<file path="src/rtl/maze_pkg.sv">
// maze_pkg: shared types and constants for the depth-first maze explorer.
//   MAZE_W        default coordinate width per axis (grid is 2^W x 2^W)
//   dir_t         scan direction, tried in order +x, +y, -x, -y
//   state_t       controller states
//   OFF_*         two-bit signed neighbour offsets, used through dir_dx/dir_dy
package maze_pkg;

  localparam int MAZE_W = 4;

  typedef enum logic [1:0] {
    DIR_PX = 2'd0,
    DIR_PY = 2'd1,
    DIR_MX = 2'd2,
    DIR_MY = 2'd3
  } dir_t;

  typedef enum logic [3:0] {
    S_IDLE    = 4'd0,
    S_DRAIN   = 4'd1,
    S_INIT    = 4'd2,
    S_CHECK   = 4'd3,
    S_EVAL    = 4'd4,
    S_PUSH    = 4'd5,
    S_POP     = 4'd6,
    S_POPWAIT = 4'd7,
    S_DONE    = 4'd8,
    S_FAIL    = 4'd9
  } state_t;

  localparam logic [1:0] OFF_POS  = 2'b01;
  localparam logic [1:0] OFF_ZERO = 2'b00;
  localparam logic [1:0] OFF_NEG  = 2'b11;

  function automatic logic [1:0] dir_dx(input dir_t d);
    case (d)
      DIR_PX:  dir_dx = OFF_POS;
      DIR_MX:  dir_dx = OFF_NEG;
      default: dir_dx = OFF_ZERO;
    endcase
  endfunction

  function automatic logic [1:0] dir_dy(input dir_t d);
    case (d)
      DIR_PY:  dir_dy = OFF_POS;
      DIR_MY:  dir_dy = OFF_NEG;
      default: dir_dy = OFF_ZERO;
    endcase
  endfunction

endpackage

</file>
<file path="src/rtl/maze_visited_map.sv">
// maze_visited_map: one flag per grid cell, recording cells already entered.
//   clk, rst      clock, asynchronous active-high reset (clears all flags)
//   clr           synchronous clear of the whole map in one cycle (wins over we)
//   we, wx, wy    set the flag of cell (wx,wy)
//   rx, ry, hit   combinational read of the flag of cell (rx,ry)
module maze_visited_map
  import maze_pkg::*;
#(
  parameter int W = MAZE_W
) (
  input  logic         clk,
  input  logic         rst,
  input  logic         clr,
  input  logic         we,
  input  logic [W-1:0] wx,
  input  logic [W-1:0] wy,
  input  logic [W-1:0] rx,
  input  logic [W-1:0] ry,
  output logic         hit
);

  localparam int N = 1 << (2 * W);

  logic [N-1:0] flags;

  always_ff @(posedge clk or posedge rst) begin
    if (rst) begin
      flags <= '0;
    end else if (clr) begin
      flags <= '0;
    end else if (we) begin
      flags[{wy, wx}] <= 1'b1;
    end
  end

  assign hit = flags[{ry, rx}];

endmodule

</file>
<file path="src/rtl/maze_explorer.sv">
// maze_explorer: depth-first maze solver driving an external coordinate stack.
// Walks from (START_X,START_Y) to (GOAL_X,GOAL_Y) on a 2^W x 2^W grid, one wall
// read per probe. On success the stack holds the path, top = cell before goal.
// Optional build macro: STEP_COUNT_EN adds output steps[15:0] (PUSH+POP events
// of the current run, saturating); without it there is no steps port.
//   clk, rst             clock, asynchronous active-high reset
//   start                begin a run (honoured only in IDLE/DONE/FAIL)
//   maze_x/y, maze_wall  maze memory read address / wall bit one cycle later
//   stk_push/pop         one-cycle pulses to the stack, never together
//   stk_xo/yo            coordinate pushed; stk_xi/yi popped coordinate
//   stk_fail             stack underflow flag
//   busy, done, no_path, err   run status; flags held until the next start
//   cur_x/y              current cell
//
// state     | meaning
// ----------+-------------------------------------------------------------
// S_IDLE    | after reset, waiting for start
// S_DRAIN   | popping the previous run's path off the stack
// S_INIT    | reading the start cell's wall (address cycle, then data cycle)
// S_CHECK   | testing neighbour in dir for bounds/visited; issues wall read
// S_EVAL    | wall bit arrives; open -> push, wall -> next dir
// S_PUSH    | push pulse out; move into neighbour
// S_POP     | pop pulse out
// S_POPWAIT | popped coordinate arrives; becomes current cell
// S_DONE    | goal reached
// S_FAIL    | no path or error
module maze_explorer
  import maze_pkg::*;
#(
  parameter int W         = MAZE_W,
  parameter int START_X   = 0,
  parameter int START_Y   = 0,
  parameter int GOAL_X    = 15,
  parameter int GOAL_Y    = 15,
  parameter int MAX_DEPTH = 63
) (
  input  logic         clk,
  input  logic         rst,
  input  logic         start,
  output logic [W-1:0] maze_x,
  output logic [W-1:0] maze_y,
  input  logic         maze_wall,
  output logic         stk_push,
  output logic         stk_pop,
  output logic [W-1:0] stk_xo,
  output logic [W-1:0] stk_yo,
  input  logic [W-1:0] stk_xi,
  input  logic [W-1:0] stk_yi,
  input  logic         stk_fail,
  output logic         busy,
  output logic         done,
  output logic         no_path,
  output logic         err,
  output logic [W-1:0] cur_x,
  output logic [W-1:0] cur_y
`ifdef STEP_COUNT_EN
  ,
  output logic [15:0]  steps
`endif
);

  localparam int DW = $clog2(MAX_DEPTH + 1);
  localparam logic [W-1:0]  SX   = W'(START_X);
  localparam logic [W-1:0]  SY   = W'(START_Y);
  localparam logic [W-1:0]  GX   = W'(GOAL_X);
  localparam logic [W-1:0]  GY   = W'(GOAL_Y);
  localparam logic [DW-1:0] DMAX = DW'(MAX_DEPTH);

  state_t        state;
  dir_t          dir;
  logic [DW-1:0] depth;
  logic          init_rd;
  logic          vis_clr;

  logic [1:0]    dx;
  logic [1:0]    dy;
  logic [W:0]    nx_ext;
  logic [W:0]    ny_ext;
  logic [W-1:0]  nb_x;
  logic [W-1:0]  nb_y;
  logic          nb_oob;
  logic          vis_we;
  logic [W-1:0]  vis_wx;
  logic [W-1:0]  vis_wy;
  logic          vis_hit;
  logic          blocked;

  // Neighbour computed one bit wider; the top bit is the carry (x=max, +1)
  // or borrow (x=0, -1), so out-of-bounds never aliases to a wrapped cell.
  assign dx     = dir_dx(dir);
  assign dy     = dir_dy(dir);
  assign nx_ext = {1'b0, cur_x} + {{(W-1){dx[1]}}, dx};
  assign ny_ext = {1'b0, cur_y} + {{(W-1){dy[1]}}, dy};
  assign nb_x   = nx_ext[W-1:0];
  assign nb_y   = ny_ext[W-1:0];
  assign nb_oob = nx_ext[W] | ny_ext[W];

  // Read address is combinational so the wall bit lands in the very next state.
  assign maze_x = (state == S_INIT) ? cur_x : nb_x;
  assign maze_y = (state == S_INIT) ? cur_y : nb_y;

  assign vis_we = (state == S_PUSH) || ((state == S_INIT) && init_rd && !maze_wall);
  assign vis_wx = (state == S_PUSH) ? nb_x : cur_x;
  assign vis_wy = (state == S_PUSH) ? nb_y : cur_y;

  // In CHECK the probe is blocked by bounds/visited; in EVAL by the wall bit.
  assign blocked = (state == S_CHECK) ? (nb_oob | vis_hit) : maze_wall;

  maze_visited_map #(.W(W)) u_visited (
    .clk (clk),
    .rst (rst),
    .clr (vis_clr),
    .we  (vis_we),
    .wx  (vis_wx),
    .wy  (vis_wy),
    .rx  (nb_x),
    .ry  (nb_y),
    .hit (vis_hit)
  );

  always_ff @(posedge clk or posedge rst) begin
    if (rst) begin
      state    <= S_IDLE;
      dir      <= DIR_PX;
      depth    <= '0;
      init_rd  <= 1'b0;
      vis_clr  <= 1'b0;
      cur_x    <= '0;
      cur_y    <= '0;
      stk_push <= 1'b0;
      stk_pop  <= 1'b0;
      stk_xo   <= '0;
      stk_yo   <= '0;
      busy     <= 1'b0;
      done     <= 1'b0;
      no_path  <= 1'b0;
      err      <= 1'b0;
    end else begin
      vis_clr  <= 1'b0;
      stk_push <= 1'b0;
      stk_pop  <= 1'b0;
      case (state)
        S_IDLE, S_DONE, S_FAIL: begin
          if (start) begin
            vis_clr <= 1'b1;
            busy    <= 1'b1;
            done    <= 1'b0;
            no_path <= 1'b0;
            err     <= 1'b0;
            cur_x   <= SX;
            cur_y   <= SY;
            dir     <= DIR_PX;
            init_rd <= 1'b0;
            state   <= (depth != '0) ? S_DRAIN : S_INIT;
          end
        end
        S_DRAIN: begin
          // Leave only after the last pop's stk_fail has had a cycle to show.
          if (stk_fail) begin
            err   <= 1'b1;
            busy  <= 1'b0;
            state <= S_FAIL;
          end else if (depth != '0) begin
            stk_pop <= 1'b1;
            depth   <= depth - DW'(1);
          end else if (!stk_pop) begin
            state <= S_INIT;
          end
        end
        S_INIT: begin
          if (!init_rd) begin
            init_rd <= 1'b1;
          end else begin
            init_rd <= 1'b0;
            if (maze_wall) begin
              no_path <= 1'b1;
              busy    <= 1'b0;
              state   <= S_FAIL;
            end else if (cur_x == GX && cur_y == GY) begin
              done  <= 1'b1;
              busy  <= 1'b0;
              state <= S_DONE;
            end else begin
              dir   <= DIR_PX;
              state <= S_CHECK;
            end
          end
        end
        S_CHECK, S_EVAL: begin
          if (blocked) begin
            state <= S_CHECK;
            if (dir != DIR_MY) begin
              dir <= dir_t'(dir + 2'd1);
            end else if (depth == '0) begin
              no_path <= 1'b1;
              busy    <= 1'b0;
              state   <= S_FAIL;
            end else begin
              stk_pop <= 1'b1;
              state   <= S_POP;
            end
          end else if (state == S_CHECK) begin
            state <= S_EVAL;
          end else if (depth == DMAX) begin
            err   <= 1'b1;
            busy  <= 1'b0;
            state <= S_FAIL;
          end else begin
            stk_push <= 1'b1;
            stk_xo   <= cur_x;
            stk_yo   <= cur_y;
            state    <= S_PUSH;
          end
        end
        S_PUSH: begin
          depth <= depth + DW'(1);
          cur_x <= nb_x;
          cur_y <= nb_y;
          dir   <= DIR_PX;
          if (nb_x == GX && nb_y == GY) begin
            done  <= 1'b1;
            busy  <= 1'b0;
            state <= S_DONE;
          end else begin
            state <= S_CHECK;
          end
        end
        S_POP: begin
          depth <= depth - DW'(1);
          state <= S_POPWAIT;
        end
        S_POPWAIT: begin
          if (stk_fail) begin
            err   <= 1'b1;
            busy  <= 1'b0;
            state <= S_FAIL;
          end else begin
            cur_x <= stk_xi;
            cur_y <= stk_yi;
            dir   <= DIR_PX;
            state <= S_CHECK;
          end
        end
        default: state <= S_IDLE;
      endcase
    end
  end

`ifdef STEP_COUNT_EN
  always_ff @(posedge clk or posedge rst) begin
    if (rst) begin
      steps <= '0;
    end else if ((state == S_IDLE || state == S_DONE || state == S_FAIL) && start) begin
      steps <= '0;
    end else if ((state == S_PUSH || state == S_POP) && steps != 16'hFFFF) begin
      steps <= steps + 16'd1;
    end
  end
`endif

endmodule

</file>
<file path="config.mk">
export PLATFORM = sky130hd
export DESIGN_NAME = maze_explorer
export DESIGN_NICKNAME = d
export VERILOG_FILES = /design/src/rtl/maze_pkg.sv /design/src/rtl/maze_visited_map.sv /design/src/rtl/maze_explorer.sv
export SDC_FILE = /design/constraint.sdc
export NUM_CORES = 1
export LEC_CHECK = 0
export CAP_MARGIN = 20
export CORE_AREA = 2 2 191 193
export CTS_CLUSTER_DIAMETER = 50
export CTS_CLUSTER_SIZE = 20
export DETAILED_ROUTE_END_ITERATION = 16
export DIE_AREA = 0 0 193 195
export MAX_ROUTING_LAYER = met4
export PLACE_DENSITY = 0.57
export SYNTH_ARGS = -nofsm -noshare
export SYNTH_HDL_FRONTEND = slang
export SYNTH_HIERARCHICAL = 1
export SYNTH_SLANG_ARGS = --single-unit
</file>
<file path="constraint.sdc">
create_clock -name clk -period 20.5 [get_ports clk]
set_input_delay 3.075 -clock clk [delete_from_list [all_inputs] [get_ports clk]]
set_output_delay 3.075 -clock clk [all_outputs]
set_load 0.02 [all_outputs]
</file>
==> flow_summary.toml, run 1 <==
[final_layout]
fin_nets = 1469
fin_cells = 1921
antenna_cells = 0
drive_above_1_share = 0.122
syn_to_final_growth_pct = 16.4
n_fill_cell = 3346

[critical_path]
required_ns = 17.43
r2r_setup_slack_ns = 14.29
worstSetupStartpointType = "flop"
crit_start = "dir[0]"
worstPathArrival_ns = 3.91
crit_end = "maze_x[1]"
crit_fanout = 52
r2r_cells = 18
critical_path_class = "flop to output pin"
cp-end-kind = "output pin"
r2r-end = "dir[0]"
timing.rr.start = "dir[0]"

[timing]
finalSetupViolCount = 0
skew_ns = 0.0244
max_freq_mhz = 143
finalHoldViolations = 0
hold_slack_ns = 0.488
tightest_slew_ns = 1.09
finalMaxSlewViolations = 0
setup_tns_ns = 0
relSlewSlack = 0.263
finalCriticalPeriod_ns = 6.98
fin_crit_sh = 0.341
rsz0062_at_grt = "false"

[synth]
ys_ff_latch = 292
netlist_area_um2 = 14000
syn-mean-instance-area_um2 = 9.83
synthesis.nets = 1460
yosys_warnings = 6
synth_edf_count = 0
synth_async_sr_flop_share = 1.00
yosysSeqAreaShare = 0.521
syn_inst = 1426
synthDistinctLibCells = 70
synth_flop_cell = "dfrtp_1"

[place]
dp_hpwl_um = 24000
gp_congestion = 0.848
place_inst = 1854
io_buffer_count = 42

[clocking]
clk_transition_reported_paths_ns = 0.06
ctsHoldBuffers = 0
cts_resized = 0
cts_sinks = 292
clk_latency_ns = 0.52
cts_tree = "built"
cts.htree.levels = 2
cts_setup_buffers = 0
clockBufferDepth = 3
root_buffer = "clkbuf_16"
numCtsBuffers = 34

[floorplanning]
fp-row-count = 69
die_width_um = 193
dieArea_um2 = 37600
start_util = 0.396
design.core.area_um2 = 35400
die_height_um = 195
io_pins = 43

[power_and_ir_drop]
p_leak_uw = 0.00756
p_int_uw = 1350
comb_power_share = 0.418
peakVddDrop_v = 0.000132
seqPwrFrac = 0.293
p_switching_uw = 954
p_clk_frac = 0.289
switching_share = 0.413
power_density_nw_per_um2 = 141

[drt]
viasPerCell = 5.70
antenna_left = 0
first_pass_iters = 5
drt_wl_total_um = 39200
drcViolationCount = 0
first_iter_violations = 926
wl_per_cell_um = 20.4
vias = 10900

[global_routing]
antenna_found_initial = 0
grt_max_degree = 138
grt_util_met2 = 0.328
busiest_layer = "met2"
grt_pass1_vias = 10700
grt.total_usage = 0.218
overflow = 0
gr-usage-met3 = 0.0313
grt_pass1_wl_um = 62600
use_met1 = 0.312

[run_status]
status = "finished, final reports clean"

[hold_path]
hold_path_class = "flop to flop"

[job]
maxCapViolCount = 0
-- worst max-delay path, cell delays in order (launching register included) --
cell,delay [ns]
dfrtp_1,0.41
inv_1,0.11
ha_1,0.20
or2_2,0.32
ha_4,0.17
fa_4,1.37
nand2_1,0.11
nand2_1,0.12
clkdlybuf4s50_1,0.60
-- logic make-up after synthesis --
group	count (synthesis)	share of synthesized area
multiplexers	109	0.112
buffers and inverters	122	0.0379
flip-flops	292	0.521
AO/OA/AOI/OAI	385	0.153
adder cells (fa/ha/maj)	22	0.0211
XOR/XNOR	11	0.00688
AND/OR/NAND/NOR	485	0.147
-- registers in the layout, indices dropped and copies added, names as in the netlist --
name	cells
stk_push	1
err	1
no_path	1
depth	6
vis_clr	1
state	4
stk_yo	4
stk_pop	1
done	1
busy	1
stk_xo	4
u_visited/flags	256
dir	2
cur_x	4
init_rd	1
cur_y	4
-- cell usage after synthesis (all sizes together), types with 3 or more instances --
| master | count | area, um2 |
|---|---|---|
| fa | 3 | 60.1 |
| dfrtp | 292 | 7310 |
| buf | 27 | 174 |
| xnor2 | 8 | 70.1 |
| mux2i | 55 | 551 |
| nand2b | 13 | 81.3 |
| nor3 | 31 | 160 |
| a211oi | 4 | 30.0 |
| or3 | 3 | 23.8 |
| or2 | 3 | 18.8 |
| inv | 11 | 41.3 |
| nor4 | 22 | 138 |
| nand3b | 3 | 22.5 |
| a21oi | 282 | 1420 |
| mux2 | 17 | 191 |
| nand4 | 6 | 37.5 |
| nor2b | 13 | 81.3 |
| mux4 | 37 | 833 |
| nand3 | 5 | 25.0 |
| a21o | 8 | 60.1 |
| a21boi | 3 | 22.5 |
| a2111oi | 4 | 35.0 |
| o41ai | 4 | 35.0 |
| a22oi | 4 | 30.0 |
| o22ai | 25 | 156 |
| a31oi | 6 | 37.5 |
| xor2 | 3 | 26.3 |
| nand2 | 62 | 233 |
| clkbuf | 83 | 313 |
| nor2 | 318 | 1190 |
| o21a | 5 | 37.5 |
| ha | 18 | 225 |
| o21ai | 17 | 85.1 |
-- metal layers --
layer / share of wire / wire length, um / vias up
li1: - / - / 5051
met1: 0.46 / 18000 / 5485
met3: 0.062 / 2420 / 63
met2: 0.46 / 17900 / 343
met5: 0 / 0 / -
met4: 0.021 / 804 / 0
-- worst min path at each step --
stage                                       to  cells past startpoint  slack [ns]                  from
final                                stk_yo[1]                      1        0.49             stk_yo[1]
after global routing                 stk_xo[0]                      1        0.50             stk_xo[0]
after CTS                   u_visited/flags[8]                      2        0.49    u_visited/flags[8]
after detailed placement    u_visited/flags[8]                      2        0.47    u_visited/flags[8]
after global placement    u_visited/flags[107]                      2        0.47  u_visited/flags[107]
after floorplan            u_visited/flags[16]                      2        0.45   u_visited/flags[16]
-- cell usage in the layout, fill, tap and decap left out, types with 9 or more instances in the layout --
cell type / Yosys / final
mux4_2: 37 / 37
buf_4: 3 / 32
nand2b_1: 13 / 13
mux2i_1: 55 / 55
nand2_1: 62 / 62
nor2_1: 318 / 318
o22ai_1: 25 / 25
nor3_2: 1 / 9
nor3_1: 30 / 18
nor4_1: 22 / 14
a21oi_1: 281 / 281
dfrtp_1: 292 / 291
o21ai_0: 11 / 11
clkdlybuf4s50_1: 0 / 42
nor2b_1: 13 / 13
mux2_1: 12 / 12
clkbuf_16: 0 / 35
ha_1: 18 / 17
-- layout make-up --
class / count / area [um2] / share of cell area
Clock buffer: 39 / 921 / 0.0565
Sequential cell: 292 / 7310 / 0.448
Multi-Input combinational cell: 1012 / 6340 / 0.388
Tap cell: 461 / 577 / 0.0354
Clock inverter: 22 / 340 / 0.0209
Inverter: 12 / 52.6 / 0.00322
Timing Repair Buffer: 83 / 774 / 0.0475
-- through the flow --
stage          instance area (um2)  worst slack, ns  total power [uW]   util
4_1_cts                      16200            13.50              2310  0.459
3_5_place_dp                 15000            14.02              1640  0.423
3_3_place_gp                 14900            14.05              1630  0.422
5_1_grt                      16300            13.33              2430  0.461
6_report                     16300            13.52              2310  0.461
2_1_floorplan                14000            10.38              1330      -
-- power groups by stage --
stage               Clock (uW)  Combinational (uW)  Sequential, uW
global route               707                1040             684
global placement             0                 939             688
floorplan                    0                 654             676
finish                     667                 964             676
CTS                        681                 950             677
detailed placement           0                 948             688
Note: power is estimated with default switching activity, not from simulation.
==> run 2, diff against run 1 <==
==> constraint.sdc (replaced) <==
create_clock -name clk -period 7 [get_ports clk]
set_input_delay 1.05 -clock clk [delete_from_list [all_inputs] [get_ports clk]]
set_output_delay 1.05 -clock clk [all_outputs]
set_load 0.02 [all_outputs]
==> run 2 against run 1 <==
- highest routed layer unchanged
- register-to-register slack worse by 13 ns
- setup slack worse by 12 ns
- sequential power rose to 2.9 times the previous value
- critical path depth up 9
- core utilization down 0.66 points
- die area unchanged
- clock power rose to 2.6 times the previous value
- sequential share of layout area up 0.65 points
- final cell count down 0.42%
- hold slack worse by 0.0022 ns
- clock-buffer cell count down 4
- total power rose to 2.8 times the previous value
==> flow_summary.toml, run 2 (synthesis results as in run 1) <==
[critical_path]
required_ns = 7.44
worstPathArrival_ns = 6.21
cp-end-kind = "flop"
timing.rr.start = "dir[0]"
crit_start = "dir[0]"
critical_path_class = "flop to flop"
crit_fanout = 35
worstSetupStartpointType = "flop"

[clocking]
numCtsBuffers = 31
clk_transition_reported_paths_ns = 0.06
cts.htree.levels = 1
ctsHoldBuffers = 0
clk_latency_ns = 0.59
cts_sinks = 292
clockBufferDepth = 3
cts_resized = 0
root_buffer = "clkbuf_16"
cts_setup_buffers = 0
cts_tree = "built"

[global_routing]
overflow = 0
grt.total_usage = 0.220
grt_max_degree = 221
grt_pass1_vias = 10600
grt_pass1_wl_um = 63000
antenna_found_initial = 0

[timing]
max_freq_mhz = 173
rsz0062_at_grt = "false"
skew_ns = 0.0310
finalHoldViolations = 0
finalCriticalPeriod_ns = 5.77
relSlewSlack = 0.118
setup_slack_ns = 1.23
fin_crit_sh = 0.824
finalSetupViolCount = 0
tightest_slew_ns = 1.32
finalMaxSlewViolations = 0
setup_tns_ns = 0

[floorplanning]
io_pins = 43
fp-row-count = 69
design.core.area_um2 = 35400
die_height_um = 195
start_util = 0.396
die_width_um = 193
dieArea_um2 = 37600

[hold_path]
hold_start = "done"
hold_path_class = "flop to flop"

[final_layout]
fin_nets = 1461
fin_cells = 1913
largest_reg_flops = 256
syn_to_final_growth_pct = 14.7
regMostFlops = "u_visited/flags"
drive_above_1_share = 0.116
antenna_cells = 0
reg_top3 = "u_visited/flags: 256 flops, depth: 6 flops"
n_fill_cell = 3411
final_common_cell = "nor2_1"
final_cell_mix = "318 x nor2_1, 291 x dfrtp_1, 281 x a21oi_1"

[place]
io_buffer_count = 42
dp_hpwl_um = 24300
pre_cts_slack_ns = 1.13
place_inst = 1850
gp_congestion = 0.861

[drt]
antenna_left = 0
first_pass_iters = 5
wl_per_cell_um = 20.8
drt_wl_total_um = 39800
vias = 10900
first_iter_violations = 1047
drcViolationCount = 0
viasPerCell = 5.68

[run_status]
status = "finished, final reports clean"

[power_and_ir_drop]
peakVddDrop_v = 0.000394
power_density_nw_per_um2 = 404
p_leak_uw = 0.00744

[job]
maxCapViolCount = 0
-- run 2: cell count changes in the layout (fill, tap and decap cells not counted), sizes merged --
cell      delta
buf          -5
bufinv       -4
clkbuf       -4
clkinv       -3
clkinvlp     +1
inv          +7
-- run 2: per-stage QoR --
step                 util  hold WS (ns)  power [uW]  area [um2]
floorplan               -         0.455        3900       14000
global placement    0.422         0.469        4720       14900
detailed placement  0.423         0.478        4770       15000
CTS                 0.453         0.493        6510       16000
global route        0.454         0.501        6830       16100
finish              0.454         0.486        6490       16100
-- run 2: layout make-up --
cell class              count  area (um2)  share of cell area
clock buffers              35         821              0.0510
clock inverters            23         264              0.0164
inverters                  12        48.8             0.00303
multi-input cells        1012        6330               0.394
flip-flops and latches    292        7310               0.455
well taps                 461         577              0.0359
repair buffers             78         729              0.0454
-- run 2: worst max-delay path, stage by stage (launching register included) --
cell and delay, ns:
dfrtp_1 0.42, inv_1 0.12, ha_1 0.20, or2_2 0.32, ha_4 0.17, fa_4 1.21
buf_4 0.40, mux4_2 0.36, mux4_2 0.48, mux2i_1 0.21, nor2_1 0.06, o21a_1 0.20
o32a_1 0.41, nor4_1 0.27, o21ai_1 0.18, o221ai_1 0.22, nand4_1 0.11, mux2_1 0.30
-- run 2: path summary, 6_finish.rpt --
path	to	slack, ns	depth (start not counted)
min in group asynchronous	stk_yo[0]	1.00	3
max	state[0]	1.23	17
max reg2reg	state[0]	1.23	17
max in group asynchronous	u_visited/flags[76]	4.61	4
min	done	0.49	1
min reg2reg	done	0.49	1
-- run 2: report_power, final --
group	switching, uW	internal [uW]
combinational	1810	973
clock	775	957
sequential	183	1790
total	2770	3720
-- run 2: metal layers --
| metal | GRT usage | part of all wire | wire [um] |
|---|---|---|---|
| met4 | 0.0643 | 0.033 | 1300 |
| met1 | 0.316 | 0.46 | 18500 |
| met3 | 0.0363 | 0.061 | 2430 |
| met5 | - | 0 | 0 |
| met2 | 0.321 | 0.44 | 17600 |
==> run 3, diff against run 2 <==
--- a/config.mk
+++ b/config.mk
@@ -12,7 +12,7 @@
 export DETAILED_ROUTE_END_ITERATION = 16
 export DIE_AREA = 0 0 193 195
 export MAX_ROUTING_LAYER = met4
-export PLACE_DENSITY = 0.57
+export PLACE_DENSITY = 0.59
 export SYNTH_ARGS = -nofsm -noshare
 export SYNTH_HDL_FRONTEND = slang
 export SYNTH_HIERARCHICAL = 1
==> constraint.sdc (replaced) <==
create_clock -name clk -period 4.9 [get_ports clk]
set_input_delay 0.735 -clock clk [delete_from_list [all_inputs] [get_ports clk]]
set_output_delay 0.735 -clock clk [all_outputs]
set_load 0.02 [all_outputs]
==> run 3 against run 2 <==
- fmax grew 18%
- core utilization is 2.1 points higher
- hold slack got worse by 0.0011 ns
- clock skew shrank 0.0055 ns
- final cell count increased by 3.8%
- non-clock buffer count increased by 68
- register-to-register slack got worse by 1.2 ns
- combinational power up 76%
- design area increased by 4.6%
- clock-buffer cell count is 5 higher
- flip-flop and latch count is the same
- setup slack got worse by 1.2 ns
- critical path type unchanged
==> flow_summary.toml, run 3 (synthesis results as in run 1) <==
[run_status]
status = "finished, final reports clean"

[critical_path]
cp.buffers_inverters = 3
crit_end = "state[0]"
crit_chain = "inv_1 -> ha_1 -> or2_4 -> ha_4 -> fa_4 -> buf_4 -> buf_8 -> mux4_2 -> o22ai_2 -> nor3_1 -> o41ai_2 -> o32ai_1 -> mux2_4 -> o32a_1 -> nor4_1 -> o21ai_1 -> o221ai_1 -> nand4_1 -> mux2_4"
slowest_stage = "fa_4"
slowest_delay_ns = 0.83
required_ns = 5.30
crit_family = "compound AO/OA/AOI/OAI gates"
crit_start = "dir[1]"
r2r_setup_slack_ns = 0.007
r2r_cells = 19
critical_path_class = "flop to flop"
timing.rr.start = "dir[1]"
crit_top_cell = "mux2_4"
path_depth = 19
worstSetupStartpointType = "flop"
r2r-end = "state[0]"
crit_fanout = 6
cp-end-kind = "flop"
worstPathArrival_ns = 5.30

[final_layout]
drive_above_1_share = 0.163
syn_to_final_growth_pct = 20.0
final_util = 0.475
final_cell_mix = "318 x nor2_1, 291 x dfrtp_1, 281 x a21oi_1"
n_fill_cell = 3374
antenna_cells = 0
regMostFlops = "u_visited/flags"
largest_reg_flops = 256
multiInputGateArea_um2 = 6370
regArea_um2 = 7310
reg_top3 = "u_visited/flags: 256 flops, depth: 6 flops"
fin_cells = 1986
final_common_cell = "nor2_1"
fin_nets = 1533
final_cell_area_um2 = 16800

[global_routing]
grt_max_degree = 149
antenna_found_initial = 0
grt.total_usage = 0.232
grt_pass1_wl_um = 65900
overflow = 0
grt_pass1_vias = 11200

[clocking]
cts_sinks = 292
numCtsBuffers = 35
clockBufferDepth = 3
cts.htree.levels = 2
root_buffer = "clkbuf_16"
cts_tree = "built"
clk_latency_ns = 0.54
ctsHoldBuffers = 0
clk_transition_reported_paths_ns = 0.06

[drt]
first_pass_iters = 5
antenna_left = 0
viasPerCell = 5.74
vias = 11400
wl_per_cell_um = 21.0
drt_wl_total_um = 41700
first_iter_violations = 1244
drcViolationCount = 0

[timing]
max_freq_mhz = 204
fin_crit_sh = 0.999
relSlewSlack = 0.276
tightest_slew_ns = 1.08
finalCriticalPeriod_ns = 4.89
finalHoldViolations = 0
rsz0062_at_grt = "true"
skew_ns = 0.0255
finalMaxSlewViolations = 0
finalSetupViolCount = 0

[power_and_ir_drop]
switching_share = 0.413
seqPwrFrac = 0.275
p_int_uw = 6090
power_density_nw_per_um2 = 617
peakVddDrop_v = 0.000410
comb_power_share = 0.472
p_switching_uw = 4290
p_leak_uw = 0.00782
p_clk_frac = 0.253

[floorplanning]
design.core.area_um2 = 35400
die_width_um = 193
die_height_um = 195
fp-row-count = 69
io_pins = 43
start_util = 0.396
dieArea_um2 = 37600

[place]
place_inst = 1911
dp_hpwl_um = 26100
place_area_um2 = 15400
io_buffer_count = 42
gp_congestion = 0.872

[hold_path]
min_path_cells = 1
hold_path_class = "flop to flop"

[job]
maxCapViolCount = 0
run 3: worst min-delay path by stage:
stage	start	end	slack, ns
2_1_floorplan	u_visited/flags[16]	u_visited/flags[16]	0.45
3_3_place_gp	u_visited/flags[64]	u_visited/flags[64]	0.47
3_5_place_dp	stk_xo[3]	stk_xo[3]	0.48
4_1_cts	stk_xo[3]	stk_xo[3]	0.49
5_1_grt	u_visited/flags[149]	u_visited/flags[149]	0.50
6_report	stk_xo[3]	stk_xo[3]	0.48
run 3: worst register-to-register path, cell delays in order (launching register included):
cell,delay [ns]
dfrtp_1,0.37
inv_1,0.07
ha_1,0.18
or2_4,0.24
ha_4,0.16
fa_4,0.83
buf_4,0.15
buf_8,0.12
mux4_2,0.31
o22ai_2,0.17
nor3_1,0.08
o41ai_2,0.43
o32ai_1,0.14
mux2_4,0.33
o32a_1,0.22
nor4_1,0.16
o21ai_1,0.17
o221ai_1,0.25
nand4_1,0.13
mux2_4,0.28
run 3: per-layer routing:
layer / vias up / GRT usage / share of wire / wire (um)
li1: 5169 / - / - / -
met1: 5697 / 0.335 / 0.46 / 19200
met2: 450 / 0.335 / 0.44 / 18500
met3: 74 / 0.0363 / 0.067 / 2800
met4: 0 / 0.0758 / 0.029 / 1220
met5: - / - / 0 / 0
run 3: stage by stage:
step / setup WS, ns / TNS [ns] / power, uW / hold slack, ns
2_1_floorplan: 0.256 / 0 / 5570 / 0.455
3_3_place_gp: -0.166 / -0.559 / 7270 / 0.470
3_5_place_dp: -0.239 / -1.08 / 7310 / 0.476
4_1_cts: 0.0199 / 0 / 10300 / 0.490
5_1_grt: -0.135 / -0.272 / 10900 / 0.504
6_report: 0.00709 / 0 / 10400 / 0.485
run 3: power by group through the flow:
stage | sequential, uW | combinational, uW | clock, uW
4_1_cts | 2850 | 4730 | 2680
3_3_place_gp | 2890 | 4380 | 0
5_1_grt | 2890 | 5190 | 2780
2_1_floorplan | 2830 | 2740 | 0
6_report | 2850 | 4900 | 2620
3_5_place_dp | 2890 | 4410 | 0
run 3: layout make-up:
class                      instances  share of cell area
sequential                       292               0.435
multi-input combinational       1012               0.379
timing repair buffer             146              0.0789
clock buffer                      40              0.0545
tap                              461              0.0343
clock inverter                    23              0.0155
inverter                          12             0.00290
run 3: timing repair:
action	in CTS	in global routing
gates cloned	1	0
buffers inserted	5	5
pin swaps	8	6
endpoints found under the setup margin	9	9
gates resized for setup	20	3
